===== src/rtl/mips_loader_pkg.sv =====
// Shared definitions for the MIPS program loader: command codes, FSM states, default sizes.
package mips_loader_pkg;

  localparam logic [7:0] CMD_IMEM = 8'h00;
  localparam logic [7:0] CMD_DMEM = 8'h01;
  localparam logic [7:0] CMD_RF   = 8'h02;
  localparam logic [7:0] CMD_GO   = 8'hFF;

  // Default address widths and the byte capacities they imply
  localparam int unsigned IMEM_AW_DEF = 8;
  localparam int unsigned DMEM_AW_DEF = 8;
  localparam int unsigned RF_AW_DEF   = 5;
  localparam int unsigned IMEM_CAP_DEF = 1 << IMEM_AW_DEF;
  localparam int unsigned DMEM_CAP_DEF = 1 << DMEM_AW_DEF;
  localparam int unsigned RF_CAP_DEF   = 4 << RF_AW_DEF;

  typedef enum logic [2:0] {StCmd, StLen0, StLen1, StData, StRun, StErr} state_e;

  typedef enum logic [1:0] {TgtImem, TgtDmem, TgtRf} target_e;

  // Byte capacity of a memory addressed by aw bits; scale is bytes per entry
  function automatic logic [31:0] capacity(input int unsigned aw, input int unsigned scale);
    return 32'(scale << aw);
  endfunction

endpackage


===== src/rtl/mips_prog_loader_if.sv =====
// Byte-stream input port plus the memory/register-file write ports of the program loader.
interface mips_prog_loader_if #(
  parameter int unsigned IMEM_AW = 8,
  parameter int unsigned DMEM_AW = 8,
  parameter int unsigned RF_AW   = 5
);
  logic               in_valid;
  logic [7:0]         in_data;
  logic               in_ready;
  logic               im_we;
  logic [IMEM_AW-1:0] im_addr;
  logic               dm_we;
  logic [DMEM_AW-1:0] dm_addr;
  logic [7:0]         mem_wdata;
  logic               rf_we;
  logic [RF_AW-1:0]   rf_addr;
  logic [31:0]        rf_wdata;
  logic               cpu_rst;
  logic               error;

  modport master (
    output in_valid, in_data,
    input  in_ready, im_we, im_addr, dm_we, dm_addr, mem_wdata,
    input  rf_we, rf_addr, rf_wdata, cpu_rst, error
  );

  modport slave (
    input  in_valid, in_data,
    output in_ready, im_we, im_addr, dm_we, dm_addr, mem_wdata,
    output rf_we, rf_addr, rf_wdata, cpu_rst, error
  );
endinterface


===== src/rtl/le_word_packer.sv =====
// Assembles 32-bit words from a byte stream, least-significant byte first.
module le_word_packer (
  input  logic        clk,
  input  logic        rst,
  input  logic        clr,
  input  logic        byte_valid,
  input  logic [7:0]  byte_data,
  output logic        word_valid,
  output logic [31:0] word
);
  logic [31:0] sreg_q;
  logic [1:0]  cnt_q;
  logic        wv_q;

  // Shift bytes in from the top so the first byte ends up in bits [7:0]
  always_ff @(posedge clk) begin
    if (rst || clr) begin
      sreg_q <= '0;
      cnt_q  <= '0;
      wv_q   <= 1'b0;
    end else begin
      wv_q <= byte_valid && (cnt_q == 2'd3);
      if (byte_valid) begin
        sreg_q <= {byte_data, sreg_q[31:8]};
        cnt_q  <= cnt_q + 2'd1;
      end
    end
  end

  assign word_valid = wv_q;
  assign word       = sreg_q;
endmodule


===== src/rtl/mips_prog_loader.sv =====
// Framed byte-stream loader for IMEM/DMEM/RegFile; holds the CPU in reset until GO.
module mips_prog_loader
  import mips_loader_pkg::*;
#(
  parameter int unsigned IMEM_AW = IMEM_AW_DEF,
  parameter int unsigned DMEM_AW = DMEM_AW_DEF,
  parameter int unsigned RF_AW   = RF_AW_DEF
) (
  input logic clk,
  input logic rst,
  mips_prog_loader_if.slave bus
);
  localparam logic [31:0] ImemCap = capacity(IMEM_AW, 1);
  localparam logic [31:0] DmemCap = capacity(DMEM_AW, 1);
  localparam logic [31:0] RfCap   = capacity(RF_AW, 4);

  state_e             state_q, state_d;
  target_e            tgt_q, tgt_d;
  logic [15:0]        len_q, len_d, off_q, off_d, len_full;
  logic [31:0]        cap_sel;
  logic               in_ready_q, in_ready_d, cpu_rst_q, cpu_rst_d, error_q, error_d;
  logic               im_we_q, im_we_d, dm_we_q, dm_we_d;
  logic [IMEM_AW-1:0] im_addr_q, im_addr_d;
  logic [DMEM_AW-1:0] dm_addr_q, dm_addr_d;
  logic [7:0]         mem_wdata_q, mem_wdata_d;
  logic [RF_AW-1:0]   rf_addr_q, rf_addr_d;
  logic               pk_clr, pk_valid, accept;

  assign accept = bus.in_valid && in_ready_q;

  // Next-state, write strobes and status outputs for the frame parser
  always_comb begin
    state_d     = state_q;
    tgt_d       = tgt_q;
    len_d       = len_q;
    off_d       = off_q;
    im_we_d     = 1'b0;
    dm_we_d     = 1'b0;
    im_addr_d   = im_addr_q;
    dm_addr_d   = dm_addr_q;
    mem_wdata_d = mem_wdata_q;
    rf_addr_d   = rf_addr_q;
    pk_clr      = 1'b0;
    pk_valid    = 1'b0;
    len_full    = {bus.in_data, len_q[7:0]};
    case (tgt_q)
      TgtImem: cap_sel = ImemCap;
      TgtDmem: cap_sel = DmemCap;
      default: cap_sel = RfCap;
    endcase

    if (accept) begin
      unique case (state_q)
        StCmd: begin
          case (bus.in_data)
            CMD_GO:   state_d = StRun;
            CMD_IMEM: begin tgt_d = TgtImem; state_d = StLen0; end
            CMD_DMEM: begin tgt_d = TgtDmem; state_d = StLen0; end
            CMD_RF:   begin tgt_d = TgtRf;   state_d = StLen0; end
            default:  state_d = StErr;
          endcase
        end
        StLen0: begin
          len_d   = {8'h00, bus.in_data};
          state_d = StLen1;
        end
        StLen1: begin
          len_d = len_full;
          if (len_full == 16'd0) begin
            state_d = StCmd;
          end else if ({16'h0000, len_full} > cap_sel) begin
            state_d = StErr;
          end else if (tgt_q == TgtRf && len_full[1:0] != 2'b00) begin
            state_d = StErr;
          end else begin
            off_d   = '0;
            pk_clr  = 1'b1;
            state_d = StData;
          end
        end
        StData: begin
          off_d = off_q + 16'd1;
          case (tgt_q)
            TgtImem: begin
              im_we_d     = 1'b1;
              im_addr_d   = off_q[IMEM_AW-1:0];
              mem_wdata_d = bus.in_data;
            end
            TgtDmem: begin
              dm_we_d     = 1'b1;
              dm_addr_d   = off_q[DMEM_AW-1:0];
              mem_wdata_d = bus.in_data;
            end
            default: begin
              pk_valid  = 1'b1;
              rf_addr_d = off_q[RF_AW+1:2];
            end
          endcase
          if (off_q + 16'd1 == len_q) state_d = StCmd;
        end
        default: ;
      endcase
    end

    in_ready_d = (state_d != StRun) && (state_d != StErr);
    cpu_rst_d  = (state_d != StRun);
    error_d    = (state_d == StErr);
  end

  // State and registered outputs
  always_ff @(posedge clk) begin
    if (rst) begin
      state_q     <= StCmd;
      tgt_q       <= TgtImem;
      len_q       <= '0;
      off_q       <= '0;
      in_ready_q  <= 1'b1;
      cpu_rst_q   <= 1'b1;
      error_q     <= 1'b0;
      im_we_q     <= 1'b0;
      dm_we_q     <= 1'b0;
      im_addr_q   <= '0;
      dm_addr_q   <= '0;
      mem_wdata_q <= '0;
      rf_addr_q   <= '0;
    end else begin
      state_q     <= state_d;
      tgt_q       <= tgt_d;
      len_q       <= len_d;
      off_q       <= off_d;
      in_ready_q  <= in_ready_d;
      cpu_rst_q   <= cpu_rst_d;
      error_q     <= error_d;
      im_we_q     <= im_we_d;
      dm_we_q     <= dm_we_d;
      im_addr_q   <= im_addr_d;
      dm_addr_q   <= dm_addr_d;
      mem_wdata_q <= mem_wdata_d;
      rf_addr_q   <= rf_addr_d;
    end
  end

  le_word_packer u_packer (
    .clk        (clk),
    .rst        (rst),
    .clr        (pk_clr),
    .byte_valid (pk_valid),
    .byte_data  (bus.in_data),
    .word_valid (bus.rf_we),
    .word       (bus.rf_wdata)
  );

  assign bus.in_ready  = in_ready_q;
  assign bus.cpu_rst   = cpu_rst_q;
  assign bus.error     = error_q;
  assign bus.im_we     = im_we_q;
  assign bus.im_addr   = im_addr_q;
  assign bus.dm_we     = dm_we_q;
  assign bus.dm_addr   = dm_addr_q;
  assign bus.mem_wdata = mem_wdata_q;
  assign bus.rf_addr   = rf_addr_q;
endmodule


===== src/flat_wrapper.sv =====
// flat-port wrapper written by rule: the top's interface ports become plain ports
module mips_prog_loader_flat import mips_loader_pkg::*;
#(
  parameter int unsigned IMEM_AW = IMEM_AW_DEF,
  parameter int unsigned DMEM_AW = DMEM_AW_DEF,
  parameter int unsigned RF_AW   = RF_AW_DEF
)
  (clk, rst, bus_in_valid, bus_in_data, bus_in_ready, bus_im_we, bus_im_addr, bus_dm_we, bus_dm_addr, bus_mem_wdata, bus_rf_we, bus_rf_addr, bus_rf_wdata, bus_cpu_rst, bus_error);
  mips_prog_loader_if #(.IMEM_AW(IMEM_AW), .DMEM_AW(DMEM_AW), .RF_AW(RF_AW)) bus_i ();
  input logic clk;
  input logic rst;
  input wire logic [$bits(bus_i.in_valid)-1:0] bus_in_valid;
  input wire logic [$bits(bus_i.in_data)-1:0] bus_in_data;
  output wire logic [$bits(bus_i.in_ready)-1:0] bus_in_ready;
  output wire logic [$bits(bus_i.im_we)-1:0] bus_im_we;
  output wire logic [$bits(bus_i.im_addr)-1:0] bus_im_addr;
  output wire logic [$bits(bus_i.dm_we)-1:0] bus_dm_we;
  output wire logic [$bits(bus_i.dm_addr)-1:0] bus_dm_addr;
  output wire logic [$bits(bus_i.mem_wdata)-1:0] bus_mem_wdata;
  output wire logic [$bits(bus_i.rf_we)-1:0] bus_rf_we;
  output wire logic [$bits(bus_i.rf_addr)-1:0] bus_rf_addr;
  output wire logic [$bits(bus_i.rf_wdata)-1:0] bus_rf_wdata;
  output wire logic [$bits(bus_i.cpu_rst)-1:0] bus_cpu_rst;
  output wire logic [$bits(bus_i.error)-1:0] bus_error;
  assign bus_i.in_valid = bus_in_valid;
  assign bus_i.in_data = bus_in_data;
  assign bus_in_ready = bus_i.in_ready;
  assign bus_im_we = bus_i.im_we;
  assign bus_im_addr = bus_i.im_addr;
  assign bus_dm_we = bus_i.dm_we;
  assign bus_dm_addr = bus_i.dm_addr;
  assign bus_mem_wdata = bus_i.mem_wdata;
  assign bus_rf_we = bus_i.rf_we;
  assign bus_rf_addr = bus_i.rf_addr;
  assign bus_rf_wdata = bus_i.rf_wdata;
  assign bus_cpu_rst = bus_i.cpu_rst;
  assign bus_error = bus_i.error;
  mips_prog_loader #(.IMEM_AW(IMEM_AW), .DMEM_AW(DMEM_AW), .RF_AW(RF_AW)) u_core (.clk(clk), .rst(rst), .bus(bus_i));
endmodule

===== config.mk =====
export PLATFORM = sky130hd
export DESIGN_NAME = mips_prog_loader_flat
export DESIGN_NICKNAME = d
export VERILOG_FILES = /design/src/rtl/mips_loader_pkg.sv /design/src/rtl/mips_prog_loader_if.sv /design/src/rtl/le_word_packer.sv /design/src/rtl/mips_prog_loader.sv /design/src/flat_wrapper.sv
export SDC_FILE = /design/constraint.sdc
export NUM_CORES = 1
export LEC_CHECK = 0
export ABC_AREA = 1
export CAP_MARGIN = 20
export CORE_MARGIN = 4
export CORE_UTILIZATION = 48
export CTS_CLUSTER_DIAMETER = 50
export DETAILED_ROUTE_END_ITERATION = 16
export GPL_TIMING_DRIVEN = 0
export PLACE_DENSITY = 0.8
export SLEW_MARGIN = 10
export SYNTH_ARGS = -nofsm -noshare
export SYNTH_HDL_FRONTEND = slang
export SYNTH_SLANG_ARGS = --single-unit

===== constraint.sdc =====
create_clock -name clk -period 1.8 [get_ports clk]
set_clock_uncertainty 0.05 [all_clocks]
set_input_delay 0.27 -clock clk [delete_from_list [all_inputs] [get_ports clk]]
set_output_delay 0.27 -clock clk [all_outputs]
set_load 0.005 [all_outputs]

==> summary.md <==
| Metric | Value |
|---|---|
| Worst hold path type | `input port to flop` |
| #FFs+latches synth | `roughly 110` |
| Die Footprint | `0.0112 mm2` |
| Gpl congestion | `0.945` |
| Final Max Tran Viols | `0` |
| DP HPWL | `10000 um` |
| Type of element launching the critical path | `flop` |
| CTS root buf | `clkbuf_8` |
| CTS tree | `yes` |
| Pwr/cell area | `roughly 710 mW/mm2` |
| Max-Cap Viols | `0` |
| Area Overhead vs Synth | `42.2%` |
| CP delay by family, top | `simple AND/OR/NAND/NOR gates` |
| Warnings from Yosys | `0` |
| PnR worst setup slack | `-273 ps` |
| Drt pass-1 iters | `5` |
| Cell area after synthesis | `between 0.004 and 0.005 mm2` |
| Relative slew slack | `about 45%` |
| Worst-Skew Late Latency | `380 ps` |
| Final ANT Viol Nets | `0` |
| Pin count of the biggest net entering global routing | `22` |
| Gr ovfl total | `0` |
| CTS Hold Buffers Added | `0` |
| Sequential share of the synthesized area | `between 40% and 50%` |
| RSZ-0062 raised after global routing | `true` |
| Vias in the first global route | `4712` |
| Post-Route WL | `15400 um` |
| Asr flop ratio synth | `0%` |
| Via-to-Cell Ratio | `5.59` |
| Lkg Pwr | `about 2.4 nW` |
| Post-Syn Nets | `roughly 660` |
| Nets | `788` |
| Status | `finished, violations left` |
| Chip Width | `roughly 110 um` |
| Post-layout min period | `2070 ps` |
| Worst Setup End Kind | `flop` |
| Fin crit share | `115%` |
| Initial antenna violation count | `0` |
| Initial Util | `around 50%` |
| Ys flop type | `dfxtp_1` |
| Worst Max-Slew Pin Slew | `832 ps` |
| Post-synth EDFFs | `0` |
| Failing checks | `setup timing` |
| R2R setup slack | `-270 ps` |
| Post-synthesis cell count | `650` |
| Crit-path slowest cell | `dfxtp_2` |
| Cell variety after synth | `28` |
| Clock Tree Buf Depth | `2` |
| First-pass GRT wire length | `23200 um` |
| Worst hold margin | `296 ps` |
| CTS Sinks | `106` |
| Tot Pwr | `~0.0047 W` |
| GRT Total Usage | `25.9%` |
| Buf+Inv Stages, Crit Path | `0` |
| Hold Path Cell Cnt | `3` |
| Crit Path Category | `flop to flop` |
| Worst-path cell chain | `nand2_1 > nor2_4 > nand3_4 > nand2_2 > nand3_2 > nand2_2 > nand3_2 > nor2_2 > nand3_2 > nand2_2 > nand2_1 > o21ai_2 > nand3_1` |
| Peak VDD IR | `0.473 mV` |
| Worst EP arrival | `2280 ps` |
| Die Y | `106 um` |
| CTS buffer count | `9` |
| Row cnt | `35` |
| Max Clock Freq | `482 MHz` |
| Critical path required time | `2010 ps` |
| Syn Area/Cell | `7.08 um2` |
| Placeable Area | `0.00928 mm2` |
| Vias | `5080` |
| Drc violations | `0` |
| Setup violations, final | `8` |
| Worst-path maximum fanout | `7` |
| Share of cells above drive strength 1 | `between 20% and 30%` |
| R2R depth | `13` |
| Final Hold Fails | `0` |
| DR WL/cell | `17.0 um` |
| Antenna cells | `0` |
| I/O Buffers | `76` |
| CP Depth | `13` |
| Io pins | `~80` |
| CTS clk-pin slew, worst paths | `110 ps` |
| Initial drt markers | `approximately 560` |
| Crit-path max cell delay | `between 400 and 500 ps` |
| H-tree depth | `3` |
## sequential cells by signal, indices dropped and copies added (netlist names), 2 cells and up
signal / cells
u_core.bus.im_addr: 8
u_core.len_q: 16
u_core.off_q: 16
u_core.bus.rf_addr: 5
u_core.tgt_q: 2
u_core.u_packer.word: 32
u_core.u_packer.cnt_q: 2
u_core.bus.mem_wdata: 8
u_core.bus.dm_addr: 8
u_core.state_q: 3
## cell type report
class                   instances  area (um2)
clock inverters                 7        81.3
repair buffers                115        1110
multi-input cells             452        2470
clock buffers                   9         124
inverters                      68         263
plain buffers                  23         171
fillers                       733        2740
flip-flops and latches        106        2150
well taps                     129         161
## logic make-up (layout without fill, tap and decap cells)
kind of cell    Yosys count  after routing  synth area share (%)
xor+xnor                  5              5                  1.25
simple gates            306            306                  28.4
compound gates          139            139                  15.8
buf+inv                  92            222                  7.83
flops                   106            106                  46.1
fa+ha+maj                 2              2                 0.544
## cell usage in the layout (no fill, tap or decap), drive strengths merged
master,synthesis,routed
nand2,182,182
dfxtp,106,106
a21oi,90,90
inv,67,72
clkdlybuf4s50,0,71
nor2,54,54
buf,12,53
nand3,52,52
o21ai,33,33
clkbuf,12,18
nand4,9,9
o22ai,8,8
a211oi,6,6
dlygate4sd2,0,5
nor3,5,5
clkinv,1,3
xor2,2,2
xnor2,2,2
nor4,2,2
ha,2,2
a31oi,1,1
xnor3,1,1
o21bai,1,1
nand3b,1,1
or2,1,1
## through the flow
step / worst slack (ps) / cell area, um2 / util (%) / setup TNS (ps) / cells
5_1_grt: -462 / 6540 / 70.4 / -6750 / 909
6_report: -273 / 6540 / 70.4 / -1310 / 909
3_5_place_dp: -904 / 5540 / 59.7 / -52480 / 855
3_3_place_gp: -850 / 5540 / 59.7 / -48320 / 855
2_1_floorplan: 21.1 / 4620 / - / 0 / 650
4_1_cts: -183 / 6100 / 65.8 / -707 / 891
## timing repair
action	CTS	global route
cloned	1	1
setup buffers	20	17
pin swaps	27	37
gates resized for setup	80	93
endpoints found under the setup margin	87	92
## synthesized netlist by cell type, types with 3 or more instances
library cell	instances	share of area (%)
nor2_1	46	3.8
nand3_1	52	5.7
o21ai_0	31	3.4
a211oi_1	6	0.98
nand4_1	9	1.2
nor2_2	3	0.41
nand2_1	179	15
inv_1	65	5.3
o22ai_1	8	1.1
dfxtp_1	106	46
nor2_4	5	1.2
nand2_2	3	0.41
a21oi_1	90	9.8
buf_2	12	1.3
clkbuf_1	12	0.98
nor3_1	5	0.54
## report_power, final
part	total (W)	switching [W]	leakage, nW	internal, W
Sequential	0.00247	0.0000589	0.864	0.00241
Clock	0.00152	0.000959	0.104	0.000564
Combinational	0.000662	0.000411	1.43	0.000252
## metal layers
layer,track usage [%],part of all wire [%]
met1,32.8,39
met2,42.5,49
met3,5.83,8.2
met4,10.9,4.0
met5,0,0
## worst min-delay path: cells and delay by family
family,cells,cell delay (ps)
buffers and inverters,1,270
AOI/OAI and AO/OA,1,50
and+or+nand+nor,1,80
## path summary, 6_finish.rpt
path / startpoint / end
setup / recovery: u_core.off_q[6]$_SDFFE_PP0P_ / u_core.bus.cpu_rst$_SDFF_PP1_
hold / removal: bus_in_data[7] / u_core.u_packer.word[31]$_SDFFE_PP0P_
setup reg to reg: u_core.off_q[6]$_SDFFE_PP0P_ / u_core.bus.cpu_rst$_SDFF_PP1_
hold reg to reg: u_core.bus.dm_addr[6]$_SDFFE_PP0P_ / u_core.bus.dm_addr[6]$_SDFFE_PP0P_
No activity file was read; power rests on OpenSTA's default activity.
